<file path="config.mk">
export PLATFORM = sky130hd
export DESIGN_NAME = instr_encoder
export DESIGN_NICKNAME = d
export VERILOG_FILES = /design/src/rtl/riscv_pkg.sv /design/src/rtl/instr_pack.sv /design/src/rtl/instr_encoder.sv
export SDC_FILE = /design/constraint.sdc
export NUM_CORES = 1
export LEC_CHECK = 0
export BUFFER_PORTS_ARGS = -buffer_cell sky130_fd_sc_hd__buf_4
export CAP_MARGIN = 30
export CORE_MARGIN = 5
export CORE_UTILIZATION = 44
export CTS_CLUSTER_SIZE = 12
export DETAILED_ROUTE_END_ITERATION = 10
export GPL_ROUTABILITY_DRIVEN = 0
export PLACE_DENSITY = 0.77
export REMOVE_ABC_BUFFERS = 1
export SKIP_LAST_GASP = 1
export SYNTH_ARGS = -nofsm -noshare
export SYNTH_HDL_FRONTEND = slang
export SYNTH_HIERARCHICAL = 1
export SYNTH_SLANG_ARGS = --single-unit
</file>
<file path="constraint.sdc">
create_clock -name clk -period 1.9 [get_ports clk]
set_input_delay 0.57 -clock clk [delete_from_list [all_inputs] [get_ports clk]]
set_output_delay 0.57 -clock clk [all_outputs]
set_load 0.03 [all_outputs]
</file>
<file path="src/rtl/riscv_pkg.sv">
// riscv_pkg: RV32 opcode constants, instruction format enum and classifier shared by decoder and encoder.
package riscv_pkg;
  localparam logic [6:0] OP_R      = 7'b0110011;
  localparam logic [6:0] OP_S      = 7'b0100011;
  localparam logic [6:0] OP_B      = 7'b1100011;
  localparam logic [6:0] OP_LUI    = 7'b0110111;
  localparam logic [6:0] OP_JAL    = 7'b1101111;
  localparam logic [6:0] OP_IMM    = 7'b0010011;
  localparam logic [6:0] OP_LOAD   = 7'b0000011;
  localparam logic [6:0] OP_LOADFP = 7'b0000111;
  localparam logic [6:0] OP_SYSTEM = 7'b1110011;
  localparam logic [6:0] OP_JALR   = 7'b1100111;
  typedef enum logic [2:0] {FMT_R, FMT_I, FMT_S, FMT_B, FMT_U, FMT_J} fmt_e;
  function automatic fmt_e classify(input logic [6:0] op);
    return op == OP_R   ? FMT_R :
           op == OP_S   ? FMT_S :
           op == OP_B   ? FMT_B :
           op == OP_LUI ? FMT_U :
           op == OP_JAL ? FMT_J : FMT_I;
  endfunction
endpackage

</file>
<file path="src/rtl/instr_pack.sv">
// instr_pack: combinational field packing and immediate range check for one instruction.
module instr_pack
  import riscv_pkg::*;
(
  input  logic [6:0]  opcode,
  input  logic [4:0]  rd,
  input  logic [2:0]  func3,
  input  logic [4:0]  rs1,
  input  logic [4:0]  rs2,
  input  logic [6:0]  func7,
  input  logic [31:0] imm,
  output logic [31:0] instr,
  output logic        err
);
  fmt_e fmt;
  logic signed [31:0] simm;
  always_comb begin
    fmt  = classify(opcode);
    simm = imm;
    unique case (fmt)
      FMT_R:   instr = {func7, rs2, rs1, func3, rd, opcode};
      FMT_S:   instr = {imm[11:5], rs2, rs1, func3, imm[4:0], opcode};
      FMT_B:   instr = {imm[12], imm[10:5], rs2, rs1, func3, imm[4:1], imm[11], opcode};
      FMT_U:   instr = {imm[31:12], rd, opcode};
      FMT_J:   instr = {imm[20], imm[10:1], imm[11], imm[19:12], rd, opcode};
      default: instr = {imm[11:0], rs1, func3, rd, opcode};
    endcase
    unique case (fmt)
      FMT_R:   err = 1'b0;
      FMT_B:   err = imm[0] || simm < -32'sd4096 || simm > 32'sd4094;
      FMT_U:   err = imm[11:0] != 12'd0;
      FMT_J:   err = imm[0] || simm < -32'sd1048576 || simm > 32'sd1048574;
      default: err = simm < -32'sd2048 || simm > 32'sd2047;
    endcase
  end
endmodule

</file>
<file path="src/rtl/instr_encoder.sv">
// instr_encoder: ready/valid wrapper around instr_pack with a 1-deep output register,
// byte-address counter and saturating error counter.
module instr_encoder
  import riscv_pkg::*;
#(
  parameter int ADDR_W    = 10,
  parameter int BASE_ADDR = 0
) (
  input  logic              clk,
  input  logic              rst,
  input  logic              in_valid,
  output logic              in_ready,
  input  logic [6:0]        opcode,
  input  logic [4:0]        rd,
  input  logic [2:0]        func3,
  input  logic [4:0]        rs1,
  input  logic [4:0]        rs2,
  input  logic [6:0]        func7,
  input  logic [31:0]       imm,
  output logic              out_valid,
  input  logic              out_ready,
  output logic [31:0]       out_instr,
  output logic [ADDR_W-1:0] out_addr,
  output logic              out_err,
  output logic [7:0]        err_count,
  input  logic              clear
);
  localparam logic [ADDR_W-1:0] BASE = ADDR_W'(BASE_ADDR);
  logic [31:0]       instr;
  logic              err;
  logic              accept;
  logic [ADDR_W-1:0] next_addr;
  instr_pack u_pack (
    .opcode(opcode),
    .rd(rd),
    .func3(func3),
    .rs1(rs1),
    .rs2(rs2),
    .func7(func7),
    .imm(imm),
    .instr(instr),
    .err(err)
  );
  assign in_ready = !clear && (!out_valid || out_ready);
  assign accept   = in_valid && in_ready;
  always_ff @(posedge clk or posedge rst) begin
    if (rst) begin
      out_valid <= 1'b0;
      out_instr <= '0;
      out_addr  <= BASE;
      out_err   <= 1'b0;
      err_count <= '0;
      next_addr <= BASE;
    end else if (clear) begin
      out_valid <= 1'b0;
      err_count <= '0;
      next_addr <= BASE;
    end else if (accept) begin
      out_valid <= 1'b1;
      out_instr <= instr;
      out_addr  <= next_addr;
      out_err   <= err;
      next_addr <= next_addr + ADDR_W'(4);
      if (err && err_count != 8'hFF) err_count <= err_count + 8'd1;
    end else if (out_ready) begin
      out_valid <= 1'b0;
    end
  end
endmodule

</file>
==> results.json <==
{
  "switching_share_pct": 30.7,
  "holdBufCountCts": 0,
  "worstMarginPinSlew_ns": 0.581,
  "cap_viol_max_count": 0,
  "ioPinCount": 122,
  "slew_violations": 0,
  "grt_use_total_pct": 22.5,
  "coreArea_um2": 7140,
  "antenna_found_initial": 0,
  "hold_viol_final": 0,
  "post-route-util_pct": 70.1,
  "drt-pass1-iter-count": 4,
  "rows": 31,
  "seqPwrFrac_pct": 36.4,
  "viasPerCell": 5.43,
  "ys_seq_elements": 58,
  "drive_gt1_share_pct": 58.8,
  "async_flop_share_pct": 100,
  "wirelength_um": 9950,
  "synth.area.top_cells": "dfrtp_1 (46%), mux2_2 (19%), mux2i_1 (3.5%)",
  "diodes": 0,
  "die_x_um": 94.8,
  "drtIter0Drc": 96,
  "path_class": "primary input to flip-flop",
  "cts_tree": "built",
  "clock_sinks": 58,
  "die_h_um": 94.8,
  "min-delay-path-class": "primary input to async pin",
  "placed_area_um2": 4410,
  "r2r-start": "err_count[3]$_DFFE_PP0P_",
  "grt_first_pass_wirelength_um": 15700,
  "synthFlopType": "dfrtp_1",
  "setup_slack_ns": -0.224,
  "area_growth_pct": 58.1,
  "cp-end-kind": "flip-flop",
  "cp.required_ns": 2.12,
  "wl_per_cell_um": 17.8,
  "vias": 3042,
  "yosysUniqueCellTypes": 46,
  "stdcell_area_um2": 5000,
  "timing.slew.headroom_pct": 61.1,
  "finalNetCount": 527,
  "seq_area_frac_synth_pct": 45.9,
  "ys_top_cells_by_count": "dfrtp_1 (58), mux2_2 (54), nand2_1 (21), nor2_1 (16)",
  "synth_area_per_cell_um2": 10.8,
  "synth_edf_count": 0,
  "grt_start_max_net_pins": 37,
  "outcome": "finished, violations left",
  "cts_root_buf": "clkbuf_8",
  "crit_start": "imm[28]",
  "clock_path_buffers": 2,
  "power_density_nw_per_um2": 799,
  "switching_power_w": 0.00123,
  "ir_worst_vdd_v": 0.000568,
  "die_area_um2": 8990,
  "start_kind": "primary input",
  "rsz0062_at_grt": "true",
  "grt.overflow.total": 0,
  "finClkSkew_ns": 0.00407,
  "violations": "setup timing",
  "holdWs_ns": 0.274,
  "yosysTopAreaCellShare_pct": 45.9,
  "netlist_area_um2": 3160,
  "clockPowerShare_pct": 35.9,
  "p_int_w": 0.00277,
  "grt_pass1_vias": 3259,
  "finalSetupViolCount": 10,
  "place_hpwl_um": 7150,
  "worstSetupEndpoint": "err_count[3]$_DFFE_PP0P_",
  "p_leak_nw": 2.36,
  "crit_arrival_ns": 2.34,
  "min_period_ns": 2.12,
  "post_synth_inst_count": 293,
  "worstSkewPairLatency_ns": 0.34,
  "combPwrFrac_pct": 27.7,
  "port_buffers": 119,
  "cp_max_fo": 5,
  "synth.largest_area_cell": "dfrtp_1",
  "htreeDepth": 3,
  "final.period_utilization_pct": 112,
  "worstReg2RegEnd": "err_count[3]$_DFFE_PP0P_",
  "yosysWarnings": 6,
  "clk_pin_slew_ns": 0.07,
  "start_util_pct": 44.3,
  "fmax_ghz": 0.471,
  "drt.antenna.violating_nets": 0,
  "reg2reg_setup_slack_ns": 0.03,
  "yosysMostFrequentCell": "dfrtp_1",
  "rr_worst_depth": 4,
  "drcViolationCount": 0,
  "cts_buffers": 9
}
==> worst max-delay path, stage by stage <==
cell,delay [ns]
buf_6,0.10
nor4_1,0.35
and3_4,0.25
nand4_1,0.13
o21ai_2,0.17
o221ai_2,0.15
nand3_2,0.14
buf_6,0.14
nor2_4,0.04
a221o_1,0.31
==> kinds of logic after synthesis <==
logic type      share of synthesized area, %
xor+xnor                                1.38
buf+inv                                 4.86
other cells                            0.119
simple gates                            16.1
flops                                   45.9
fa+ha+maj                              0.791
mux                                     22.7
compound gates                          8.22
==> layout by cell type (no fill, tap or decap), types with 2 or more instances in the layout <==
master | netlist | routed
buf_4 | 9 | 146
dfrtp_1 | 58 | 58
mux2_2 | 54 | 53
nand2_1 | 21 | 20
buf_6 | 1 | 19
o21ai_0 | 13 | 12
nand3_1 | 13 | 11
nor2_1 | 16 | 11
mux2i_1 | 11 | 11
nand4_1 | 9 | 9
clkbuf_8 | 0 | 9
inv_1 | 9 | 8
nor4_1 | 8 | 5
a222oi_1 | 5 | 5
xor2_1 | 4 | 4
nor2_4 | 0 | 4
a21oi_1 | 7 | 4
buf_8 | 0 | 4
nand2b_1 | 3 | 3
and3_1 | 4 | 3
and2_1 | 3 | 3
or4_4 | 1 | 3
bufinv_16 | 0 | 3
clkinv_4 | 0 | 3
nor2b_1 | 2 | 2
and4_1 | 2 | 2
a31oi_1 | 2 | 2
a21oi_2 | 0 | 2
ha_1 | 2 | 2
conb_1 | 1 | 2
nor2_2 | 1 | 2
nor4_2 | 0 | 2
nor3_1 | 3 | 2
==> what timing repair did <==
item | 4_1_cts | 5_1_grt
resized for setup | 39 | 25
endpoints found under the setup margin | 10 | 22
buffers inserted | 6 | 3
pin swaps | 14 | 17
==> flip-flops by register name (all words and copies together), names as in the netlist <==
signal     count
out_instr     32
err_count      8
next_addr      8
out_addr       8
out_err        1
out_valid      1
==> layout make-up <==
class | instances | area [um2]
fillers | 537 | 2130
multi-input cells | 208 | 1750
flip-flops and latches | 58 | 1450
repair buffers | 170 | 1390
clock inverters | 7 | 125
clock buffers | 9 | 124
well taps | 99 | 124
inverters | 9 | 33.8
==> routing by layer <==
| metal | vias up | share of wire (%) | global-route usage (%) |
|---|---|---|---|
| met4 | 0 | 1.6 | 7.81 |
| met3 | 18 | 8.5 | 7.97 |
| met5 | - | 0 | 0 |
| met2 | 137 | 51 | 39.5 |
| li1 | 1399 | - | - |
| met1 | 1488 | 39 | 25.1 |
==> how the worst min path moves through the flow <==
stage | cells past startpoint | start | slack [ns] | end
floorplan | 1 | next_addr[8]$_DFFE_PP0P_ | 0.45 | next_addr[8]$_DFFE_PP0P_
global placement | 1 | next_addr[8]$_DFFE_PP0P_ | 0.48 | next_addr[8]$_DFFE_PP0P_
detailed placement | 1 | next_addr[8]$_DFFE_PP0P_ | 0.49 | next_addr[8]$_DFFE_PP0P_
CTS | 3 | rst | 0.27 | out_instr[7]$_DFFE_PP0P_
global route | 3 | rst | 0.29 | out_instr[7]$_DFFE_PP0P_
finish | 3 | rst | 0.27 | out_instr[7]$_DFFE_PP0P_
==> power by group through the flow <==
stage	Sequential [W]	Combinational [W]	Clock [W]
2_1_floorplan	0.00175	0.000257	0
3_3_place_gp	0.00147	0.00103	0
3_5_place_dp	0.00148	0.00105	0
4_1_cts	0.00146	0.00109	0.00147
5_1_grt	0.00147	0.00117	0.00153
6_report	0.00145	0.00111	0.00144
==> metrics by stage <==
stage | setup WS [ns] | TNS (ns) | std cells | power [W]
after floorplan | -1.43 | -58.84 | 275 | 0.00200
after global placement | -0.694 | -10.25 | 536 | 0.00250
after detailed placement | -0.721 | -10.96 | 536 | 0.00253
after CTS | -0.139 | -0.588 | 558 | 0.00401
after global routing | -0.279 | -1.89 | 560 | 0.00418
final | -0.224 | -1.17 | 560 | 0.00400
Power figures use the tool's default switching activity.
